`config.mk`:
```
export PLATFORM = sky130hd
export DESIGN_NAME = vbs_capture_flat
export DESIGN_NICKNAME = d
export VERILOG_FILES = /design/src/rtl/vbs_pkg.sv /design/src/rtl/vbs_capture_if.sv /design/src/rtl/vbs_sync_sep.sv /design/src/rtl/vbs_capture.sv /design/src/flat_wrapper.sv
export SDC_FILE = /design/constraint.sdc
export NUM_CORES = 1
export LEC_CHECK = 0
export ABC_AREA = 1
export BUFFER_PORTS_ARGS = -buffer_cell sky130_fd_sc_hd__buf_4
export CORE_MARGIN = 2
export CORE_UTILIZATION = 35
export CTS_BUF_LIST = sky130_fd_sc_hd__clkbuf_2 sky130_fd_sc_hd__clkbuf_4 sky130_fd_sc_hd__clkbuf_8
export DETAILED_ROUTE_END_ITERATION = 16
export GPL_TIMING_DRIVEN = 0
export PLACE_DENSITY = 0.48
export SLEW_MARGIN = 30
export SYNTH_ARGS = -nofsm -noshare
export SYNTH_HDL_FRONTEND = slang
export SYNTH_SLANG_ARGS = --single-unit
```
`constraint.sdc`:
```
create_clock -name clk -period 3.9 [get_ports clk]
set_input_delay 0.195 -clock clk [delete_from_list [all_inputs] [get_ports clk]]
set_output_delay 0.195 -clock clk [all_outputs]
set_load 0.1 [all_outputs]
```
`src/rtl/vbs_pkg.sv`:
```
// Shared constants for the composite-video capture block: FSM encoding, bus widths,
// default timing and the write-beat record.
package vbs_pkg;

   localparam int HPOS_W = 10;
   localparam int LINE_W = 10;
   localparam int ADDR_W = 13;
   localparam int DATA_W = 8;

   localparam logic [1:0] ST_HUNT   = 2'd0;
   localparam logic [1:0] ST_VSYNC  = 2'd1;
   localparam logic [1:0] ST_LOCKED = 2'd2;

   localparam int H_START_DEF      = 96;
   localparam int ACTIVE_W_DEF     = 320;
   localparam int V_START_DEF      = 31;
   localparam int ACTIVE_H_DEF     = 192;
   localparam int VSYNC_MIN_DEF    = 256;
   localparam int LINE_MIN_DEF     = 448;
   localparam int LINE_TIMEOUT_DEF = 1023;

   typedef struct packed {
      logic [ADDR_W-1:0] addr;
      logic [DATA_W-1:0] data;
   } vbs_wr_t;

   // hPos and line counters share one width and both stop at a ceiling
   function automatic logic [HPOS_W-1:0] cnt_sat_inc(input logic [HPOS_W-1:0] v,
                                                     input logic [HPOS_W-1:0] lim);
      logic [HPOS_W-1:0] r;
      if (v >= lim) begin
         r = lim;
      end else begin
         r = v + HPOS_W'(1);
      end
      return r;
   endfunction

endpackage

```
`src/rtl/vbs_capture_if.sv`:
```
// Video-RAM write port: a one-cycle strobe with address and packed pixel byte.
interface vbs_capture_if;
   import vbs_pkg::*;

   logic              wr_en;
   logic [ADDR_W-1:0] wr_addr;
   logic [DATA_W-1:0] wr_data;

   modport master (output wr_en, output wr_addr, output wr_data);
   modport slave  (input  wr_en, input  wr_addr, input  wr_data);

endinterface

```
`src/rtl/vbs_sync_sep.sv`:
```
// Sync separator: measures how long the synchronized sync level has persisted and
// flags falling edges, long low levels and falling edges that end a long high level.
module vbs_sync_sep
   import vbs_pkg::*;
#(
   parameter int VSYNC_MIN = VSYNC_MIN_DEF
) (
   input  logic clk,
   input  logic reset_n,
   input  logic sync_s,
   output logic fall_s,
   output logic long_low_s,
   output logic long_high_fall_s
);

   localparam int              RUN_W   = $clog2(VSYNC_MIN + 1);
   localparam logic [RUN_W-1:0] RUN_MAX = RUN_W'(VSYNC_MIN);

   logic             level_r;
   logic [RUN_W-1:0] run_r;

   // Run-length of the current sync level, saturating once it counts as broad
   always_ff @(posedge clk or negedge reset_n) begin
      if (!reset_n) begin
         level_r <= 1'b0;
         run_r   <= '0;
      end else begin
         level_r <= sync_s;
         if (sync_s != level_r) begin
            run_r <= RUN_W'(1);
         end else if (run_r != RUN_MAX) begin
            run_r <= run_r + RUN_W'(1);
         end else begin
            run_r <= run_r;
         end
      end
   end

   assign fall_s           = level_r & ~sync_s;
   assign long_low_s       = ~level_r & ~sync_s & (run_r == RUN_MAX);
   assign long_high_fall_s = fall_s & (run_r == RUN_MAX);

endmodule

```
`src/rtl/vbs_capture.sv`:
```
// Composite-video capture: tracks line/frame timing from sync and streams the packed
// pixels of every active line into video RAM, one byte per strobe.
module vbs_capture
   import vbs_pkg::*;
#(
   parameter int H_START      = H_START_DEF,
   parameter int ACTIVE_W     = ACTIVE_W_DEF,
   parameter int V_START      = V_START_DEF,
   parameter int ACTIVE_H     = ACTIVE_H_DEF,
   parameter int VSYNC_MIN    = VSYNC_MIN_DEF,
   parameter int LINE_MIN     = LINE_MIN_DEF,
   parameter int LINE_TIMEOUT = LINE_TIMEOUT_DEF
) (
   input  logic          clk,
   input  logic          reset_n,
   input  logic          sync,
   input  logic          pixel,
   vbs_capture_if.master wr,
   output logic          locked,
   output logic          frame_start
);

   localparam int                BPL     = ACTIVE_W / 8;
   localparam logic [HPOS_W-1:0] H_FIRST = HPOS_W'(H_START);
   localparam logic [HPOS_W-1:0] H_LAST  = HPOS_W'(H_START + ACTIVE_W - 1);
   localparam logic [HPOS_W-1:0] H_MIN   = HPOS_W'(LINE_MIN);
   localparam logic [HPOS_W-1:0] H_TMO   = HPOS_W'(LINE_TIMEOUT);
   localparam logic [LINE_W-1:0] V_FIRST = LINE_W'(V_START);
   localparam logic [LINE_W-1:0] V_END   = LINE_W'(V_START + ACTIVE_H);
   localparam logic [LINE_W-1:0] L_MAX   = {LINE_W{1'b1}};

   logic [1:0]        sync_ff_r;
   logic [1:0]        pixel_ff_r;
   logic              sync_s;
   logic              pixel_s;
   logic              fall_s;
   logic              long_low_s;
   logic              long_high_fall_s;

   logic [1:0]        state_r;
   logic [1:0]        state_nxt_s;
   logic [HPOS_W-1:0] hpos_r;
   logic [LINE_W-1:0] line_r;
   logic [6:0]        shift_r;
   logic              wr_en_r;
   logic [ADDR_W-1:0] wr_addr_r;
   logic [DATA_W-1:0] wr_data_r;
   logic              locked_r;
   logic              frame_start_r;

   logic              line_start_s;
   logic              frame_sync_s;
   logic              in_window_s;
   logic              line_active_s;
   logic              sample_s;
   logic              store_s;
   logic [HPOS_W-1:0] samp_idx_s;
   logic [ADDR_W-1:0] addr_s;

   // Two-flop synchronizers for the asynchronous video inputs
   always_ff @(posedge clk or negedge reset_n) begin
      if (!reset_n) begin
         sync_ff_r  <= 2'b00;
         pixel_ff_r <= 2'b00;
      end else begin
         sync_ff_r  <= {sync_ff_r[0], sync};
         pixel_ff_r <= {pixel_ff_r[0], pixel};
      end
   end

   assign sync_s  = sync_ff_r[1];
   assign pixel_s = pixel_ff_r[1];

   vbs_sync_sep #(
      .VSYNC_MIN (VSYNC_MIN)
   ) u_sync_sep (
      .clk              (clk),
      .reset_n          (reset_n),
      .sync_s           (sync_s),
      .fall_s           (fall_s),
      .long_low_s       (long_low_s),
      .long_high_fall_s (long_high_fall_s)
   );

   // Lock FSM; a broad low always wins over line timing, timeout beats a late edge
   always_comb begin
      state_nxt_s  = state_r;
      line_start_s = 1'b0;
      case (state_r)
         ST_HUNT: begin
            if (long_low_s) begin
               state_nxt_s = ST_VSYNC;
            end else begin
               state_nxt_s = ST_HUNT;
            end
         end
         ST_VSYNC: begin
            if (long_high_fall_s) begin
               state_nxt_s  = ST_LOCKED;
               line_start_s = 1'b1;
            end else begin
               state_nxt_s = ST_VSYNC;
            end
         end
         ST_LOCKED: begin
            if (long_low_s) begin
               state_nxt_s = ST_VSYNC;
            end else if (hpos_r == H_TMO) begin
               state_nxt_s = ST_HUNT;
            end else if (fall_s && (hpos_r >= H_MIN)) begin
               state_nxt_s  = ST_LOCKED;
               line_start_s = 1'b1;
            end else begin
               state_nxt_s = ST_LOCKED;
            end
         end
         default: begin
            state_nxt_s = ST_HUNT;
         end
      endcase
   end

   assign frame_sync_s  = (state_r == ST_VSYNC) && long_high_fall_s;
   assign samp_idx_s    = hpos_r - H_FIRST;
   assign in_window_s   = (hpos_r >= H_FIRST) && (hpos_r <= H_LAST);
   assign line_active_s = (line_r >= V_FIRST) && (line_r < V_END);
   // Samples are only taken while lock persists into the next cycle, so a lost frame writes nothing
   assign sample_s      = (state_r == ST_LOCKED) && (state_nxt_s == ST_LOCKED) &&
                          line_active_s && in_window_s;
   assign store_s       = sample_s && (samp_idx_s[2:0] == 3'b111);
   assign addr_s        = ADDR_W'(line_r - V_FIRST) * ADDR_W'(BPL) +
                          ADDR_W'(samp_idx_s[HPOS_W-1:3]);

   // Line timing: hPos, line index and lock state
   always_ff @(posedge clk or negedge reset_n) begin
      if (!reset_n) begin
         state_r <= ST_HUNT;
         hpos_r  <= '0;
         line_r  <= '0;
      end else begin
         state_r <= state_nxt_s;
         if (line_start_s) begin
            hpos_r <= '0;
         end else begin
            hpos_r <= cnt_sat_inc(hpos_r, H_TMO);
         end
         if (frame_sync_s) begin
            line_r <= '0;
         end else if (line_start_s) begin
            line_r <= cnt_sat_inc(line_r, L_MAX);
         end else begin
            line_r <= line_r;
         end
      end
   end

   // Pixel packing and registered write port; a partial byte is dropped whenever lock ends
   always_ff @(posedge clk or negedge reset_n) begin
      if (!reset_n) begin
         shift_r       <= '0;
         wr_en_r       <= 1'b0;
         wr_addr_r     <= '0;
         wr_data_r     <= '0;
         locked_r      <= 1'b0;
         frame_start_r <= 1'b0;
      end else begin
         if (state_nxt_s != ST_LOCKED) begin
            shift_r <= '0;
         end else if (sample_s) begin
            shift_r <= {shift_r[5:0], pixel_s};
         end else begin
            shift_r <= shift_r;
         end
         wr_en_r <= store_s;
         if (store_s) begin
            wr_addr_r <= addr_s;
            wr_data_r <= {shift_r, pixel_s};
         end else begin
            wr_addr_r <= wr_addr_r;
            wr_data_r <= wr_data_r;
         end
         locked_r      <= (state_nxt_s == ST_LOCKED);
         frame_start_r <= frame_sync_s;
      end
   end

   assign wr.wr_en    = wr_en_r;
   assign wr.wr_addr  = wr_addr_r;
   assign wr.wr_data  = wr_data_r;
   assign locked      = locked_r;
   assign frame_start = frame_start_r;

endmodule

```
`src/flat_wrapper.sv`:
```
// flat-port wrapper written by rule: the top's interface ports become plain ports
module vbs_capture_flat import vbs_pkg::*;
#(
   parameter int H_START      = H_START_DEF,
   parameter int ACTIVE_W     = ACTIVE_W_DEF,
   parameter int V_START      = V_START_DEF,
   parameter int ACTIVE_H     = ACTIVE_H_DEF,
   parameter int VSYNC_MIN    = VSYNC_MIN_DEF,
   parameter int LINE_MIN     = LINE_MIN_DEF,
   parameter int LINE_TIMEOUT = LINE_TIMEOUT_DEF
)
  (clk, reset_n, sync, pixel, locked, frame_start, wr_wr_en, wr_wr_addr, wr_wr_data);
  vbs_capture_if wr_i ();
  input  logic clk;
  input  logic reset_n;
  input  logic sync;
  input  logic pixel;
  output logic locked;
  output logic frame_start;
  output wire logic [$bits(wr_i.wr_en)-1:0] wr_wr_en;
  output wire logic [$bits(wr_i.wr_addr)-1:0] wr_wr_addr;
  output wire logic [$bits(wr_i.wr_data)-1:0] wr_wr_data;
  assign wr_wr_en = wr_i.wr_en;
  assign wr_wr_addr = wr_i.wr_addr;
  assign wr_wr_data = wr_i.wr_data;
  vbs_capture #(.H_START(H_START), .ACTIVE_W(ACTIVE_W), .V_START(V_START), .ACTIVE_H(ACTIVE_H), .VSYNC_MIN(VSYNC_MIN), .LINE_MIN(LINE_MIN), .LINE_TIMEOUT(LINE_TIMEOUT)) u_core (.clk(clk), .reset_n(reset_n), .sync(sync), .pixel(pixel), .wr(wr_i), .locked(locked), .frame_start(frame_start));
endmodule
```
# Yosys cells after proc, flatten, opt, wreduce, memory -nomap -nowiden
# Index checks and enable logic that the tools add are counted.
[word_totals]
reg_bits = 67
inputBits = 4
[classes]
magnitude_cmp = 7
mul = 1
mux = 19
n_reduce_logical = 12
add_sub_neg = 6
eq_ne = 9
bitwise_logic = 6
[op_table]
columns = ["cell", "n"]
rows = [
  ["$mux W10", 5],
  ["$add A10 B1 Y10 const B", 2],
  ["$ge A10 B10 Y1 const B", 2],
  ["$mux W9", 2],
  ["$mux W7", 2],
  ["$add A13 B7 Y13", 1],
  ["$mul A13 B3 Y10 const B", 1],
  ["$sub A10 B5 Y11 const B", 1],
  ["$eq A10 B10 Y1 const B", 1],
  ["$ge A10 B5 Y1 const B", 1],
  ["$ge A10 B7 Y1 const B", 1],
  ["$ge A10 B9 Y1 const B", 1],
  ["$le A10 B9 Y1 const B", 1],
  ["$lt A10 B8 Y1 const B", 1],
  ["$sub A10 B7 Y10 const B", 1],
  ["$add A9 B1 Y9 const B", 1],
  ["$eq A9 B9 Y1 const B", 1],
  ["$ne A9 B9 Y1 const B", 1],
  ["$logic_and A1 B1 Y1", 8],
  ["$mux W2", 3],
  ["$pmux W2 S3", 1],
  ["$reduce_bool A2 Y1", 3],
  ["$mux W1", 5],
  ["$and A1 B1 Y1", 4],
  ["8 further kinds", 10],
]

# Longest topological paths before layout
[depth]
depth_word = 11
depth_mapped = 21
depth_no_buf = 21

# By module
# A second synthesis with hierarchy kept.
[hier_totals]
cells_unflattened = 510
hier_area_um2 = 4052.6
[modules_own_cells]
columns = ["module", "instances", "area_each_um2", "cells_each"]
rows = [
  ["vbs_capture", 1, 3417.0, 418],
  ["vbs_sync_sep", 1, 635.6, 92],
]

# Least setup slack after synthesis
# Ideal clock, no wire load.
[synth_path]
path_type = "register to register"
start = "reg u_core.line_r[0]"
end = "reg u_core.wr_addr_r[12] (netlist: u_core.wr.wr_addr[12])"
stages_incl_launch_ff = 17
n_path_buf = 0
arrival_time_ns = 2.678
slack_ns = 1.102
required_time_ns = 3.780
setup_ns = 0.120
synth_period_minus_slack_ns = 2.798
cell_sequence = "dfrtp_1 -> inv_2 -> nor2_2 -> xor2_1 -> inv_1 -> ha_1 -> ha_1 -> fa_1 -> nand2_1 -> nor3_1 -> nor2_1 -> nor2_1 -> nand3_1 -> nor2_1 -> nand3_1 -> nand3_1 -> nand2_1"
[synth_between]
elab_chain_len = 5
elab_cells_between_ends = 9
[synth_lines]
columns = ["element", "line", "rtl"]
rows = [
  ["start, declared", "vbs_capture.sv:43", "logic [LINE_W-1:0] line_r;"],
  ["start signal, assigned", "vbs_capture.sv:150", "line_r <= cnt_sat_inc(line_r, L_MAX);"],
  ["start signal, assigned", "vbs_capture.sv:152", "line_r <= line_r;"],
  ["parallel branches: the longest is 5 deep, another holds $mul A13 B3 Y10", "n/a", ""],
  ["end signal, assigned", "vbs_capture.sv:176", "wr_addr_r <= addr_s;"],
  ["end signal, assigned", "vbs_capture.sv:179", "wr_addr_r <= wr_addr_r;"],
  ["end, declared", "vbs_capture.sv:46", "logic [ADDR_W-1:0] wr_addr_r;"],
]
# Parallel ways; which one is timed is not known.
# A chain may end at the register's enable or synchronous reset.

# Worst setup path after layout
# Ends and elaborated chain as after synthesis.

==> flow_metrics.tcl <==
set metrics [dict create \
    worstMarginPinSlew_ns 0.629 \
    syn_nets 540 \
    port_buffers 27 \
    finalSetupViolCount 0 \
    grt_use_met1 0.201 \
    status "finished clean" \
    rsz0062_at_grt "false" \
    n_antenna_cell 0 \
    async_reset_ff_frac 1.00 \
    dp_hpwl_um 6250 \
    cts_resized 0 \
    synth_top_area_share 0.416 \
    netlist_area_sq_um 4030 \
    power_leakage_nw 2.53 \
    ys.flop_type "dfrtp_1" \
    fmax_mhz 303 \
    grt_usage 0.153 \
    cts_buffers 9 \
    crit_path_cell_trace "inv_2 > nor2_2 > xor2_1 > inv_1 > ha_1 > ha_1 > fa_1 > nand2_1 > nor3_1 > nor2_1 > nor2_1 > nand3_1 > nor2_1 > nand3_1 > nand3_1 > nand2_1" \
    via_count 3261 \
    wl_um 8660 \
    busiest_layer "met2" \
    power_density_nw_per_um2 297 \
    die_area_sq_um 12400 \
    cts.reportedPaths.clkPinSlew_ns 0.08 \
    critical_path_class "reg -> reg" \
    start_kind "flip-flop" \
    synth_enable_flop_cells 0 \
    drv_slew 0 \
    hold_path_class "reg -> reg" \
    max_stage_delay_ns 0.60 \
    drc 0 \
    syn2layout_area_growth_pct 15.6 \
    cts_tree "done" \
    crit_required_ns 4.15 \
    worstPathArrival_ns 3.55 \
    hold_viol_final 0 \
    finalCriticalPeriod_ns 3.30 \
    timing.final.crit_share 0.846 \
    drt_iter0_markers 221 \
    worst-path-buf-inv 2 \
    cpLargestDelayFamily "simple AND/OR/NAND/NOR gates" \
    io_pins 28 \
    grt_pass1_vias 3275 \
    wl_per_cell_um 12.5 \
    clk_latency_ns 0.35 \
    cts_sinks 67 \
    synthTopCellsByCount "154 x nand2_1, 67 x dfrtp_1, 67 x inv_1, 37 x nand3_1, 30 x nor2_1" \
    avgViaCountPerCell 4.70 \
    crit_slowest_cell "fa_1" \
    die_y_um 111 \
    synthMostInstantiatedCell "nand2_1" \
    grt_max_degree 68 \
    endpoint_kind "flip-flop" \
    synthDistinctLibCells 34 \
    coreArea_sq_um 11300 \
    tns_ns 0 \
    met2_usage 0.247 \
    skew_ns 0.00927 \
    syn_inst 505 \
    gp_congestion 0.802 \
    start_util 0.356 \
    grt_use_met3 0.0383 \
    yosysTopAreaCell "dfrtp_1" \
    grt_remaining_overflow 0 \
    synth-seq-area-share 0.416 \
    clk_path_buf_depth 2 \
    synthTopCellsByArea "dfrtp_1 42%, nand2_1 14%, ha_1 9.0%" \
    nets 581 \
    postRouteAntennaNets 0 \
    slew_headroom 0.580 \
    grt_pass1_wl_um 15400 \
    ys_ff_latch 67 \
    synth_warnings 0 \
    drive_gt1_frac 0.131 \
    cap_viol_max_count 0 \
    cp_max_fo 5 \
    rows 39 \
    die_w_um 111 \
    syn_area_per_cell_sq_um 7.98 \
    clock-root-buffer "clkbuf_8" \
    dr.pass1.iters 4 \
    antenna_found_initial 0 \
    final_util 0.411 \
    htree_levels 3 \
    ir_drop_v 0.000222 \
]
## worst paths after layout
kind,end,from,slack (ns),cells past startpoint
setup / recovery,u_core.wr.wr_addr[12],u_core.line_r[0],0.60,16
hold / removal,u_core.pixel_ff_r[1],u_core.pixel_ff_r[0],0.35,0
setup reg to reg,u_core.wr.wr_addr[12],u_core.line_r[0],0.60,16
hold reg to reg,u_core.pixel_ff_r[1],u_core.pixel_ff_r[0],0.35,0
max in group asynchronous,u_core.wr.wr_addr[2],reset_n,3.05,2
min in group asynchronous,u_core.u_sync_sep.run_r[5],reset_n,0.41,2
## worst reg2reg max path: cells and delay by family (launching register included)
kind	cells	cell delay, ns
xor gates and xnor gates	1	0.23
adders and majority gates	3	1.15
buffers and inverters	2	0.19
DFF	1	0.44
and+or+nand+nor	10	1.20
## state kept, by name, summed over array words and instances (netlist names)
signal / flops
u_core.u_sync_sep.run_r: 9
u_core.state_r: 2
u_core.shift_r: 7
u_core.wr.wr_addr: 13
u_core.frame_start: 1
u_core.locked: 1
u_core.u_sync_sep.level_r: 1
u_core.sync_ff_r: 2
u_core.wr.wr_en: 1
u_core.pixel_ff_r: 2
u_core.line_r: 10
u_core.hpos_r: 10
u_core.wr.wr_data: 8
## placed cells by master (no fill, tap or decap), types with 10 or more instances in the layout
cell type / n
xor2_1: 18
inv_1: 67
o21ai_0: 19
clkbuf_8: 11
dfrtp_1: 67
buf_4: 27
a21oi_1: 19
o21ai_2: 10
nand3_1: 37
nand2_1: 154
nor3_1: 10
ha_1: 29
nor2_1: 30
## layout make-up
| cell class | instances | area, sq um |
|---|---|---|
| buffer | 7 | 53.8 |
| timing repair buffer | 30 | 236 |
| fill | 1215 | 6660 |
| sequential | 67 | 1680 |
| clock inverter | 3 | 46.3 |
| clock buffer | 13 | 166 |
| tap | 143 | 179 |
| inverter | 69 | 259 |
| multi-input combinational | 362 | 2040 |
## power by group
part	switching [mW]	internal, mW	total [mW]
clock network	0.276	0.346	0.623
logic	0.0313	0.0153	0.0467
registers	0.00940	0.704	0.713
## through the flow
step	total power [mW]	cells	area [sq um]	hold WS, ns	setup slack [ns]
detailed placement	0.772	675	4410	0.306	0.585
finish	1.38	694	4660	0.352	0.602
floorplan	0.747	505	4030	-0.101	1.10
global route	1.45	694	4660	0.368	0.336
CTS	1.41	694	4650	0.360	0.559
global placement	0.772	675	4410	0.305	0.622
## cells by family (layout without fill, tap and decap cells)
group	count (synthesis)	count (layout)	share of synthesized area
flops	67	67	0.416
simple gates	253	253	0.277
compound gates	56	56	0.0813
buf+inv	76	122	0.0776
xor+xnor	22	22	0.0478
fa+ha+maj	31	31	0.100
## metal layers
metal / vias to the layer above / part of all wire
met3: 13 / 0.039
met5: - / 0
met4: 0 / 0.019
met1: 1505 / 0.47
met2: 50 / 0.47
li1: 1693 / -
## timing repair
action | 4_1_cts | 5_1_grt
hold endpoints to repair | 26 | 0
setup buffers | 0 | 0
hold buffers | 3 | 0
Power figures use the tool's default switching activity.
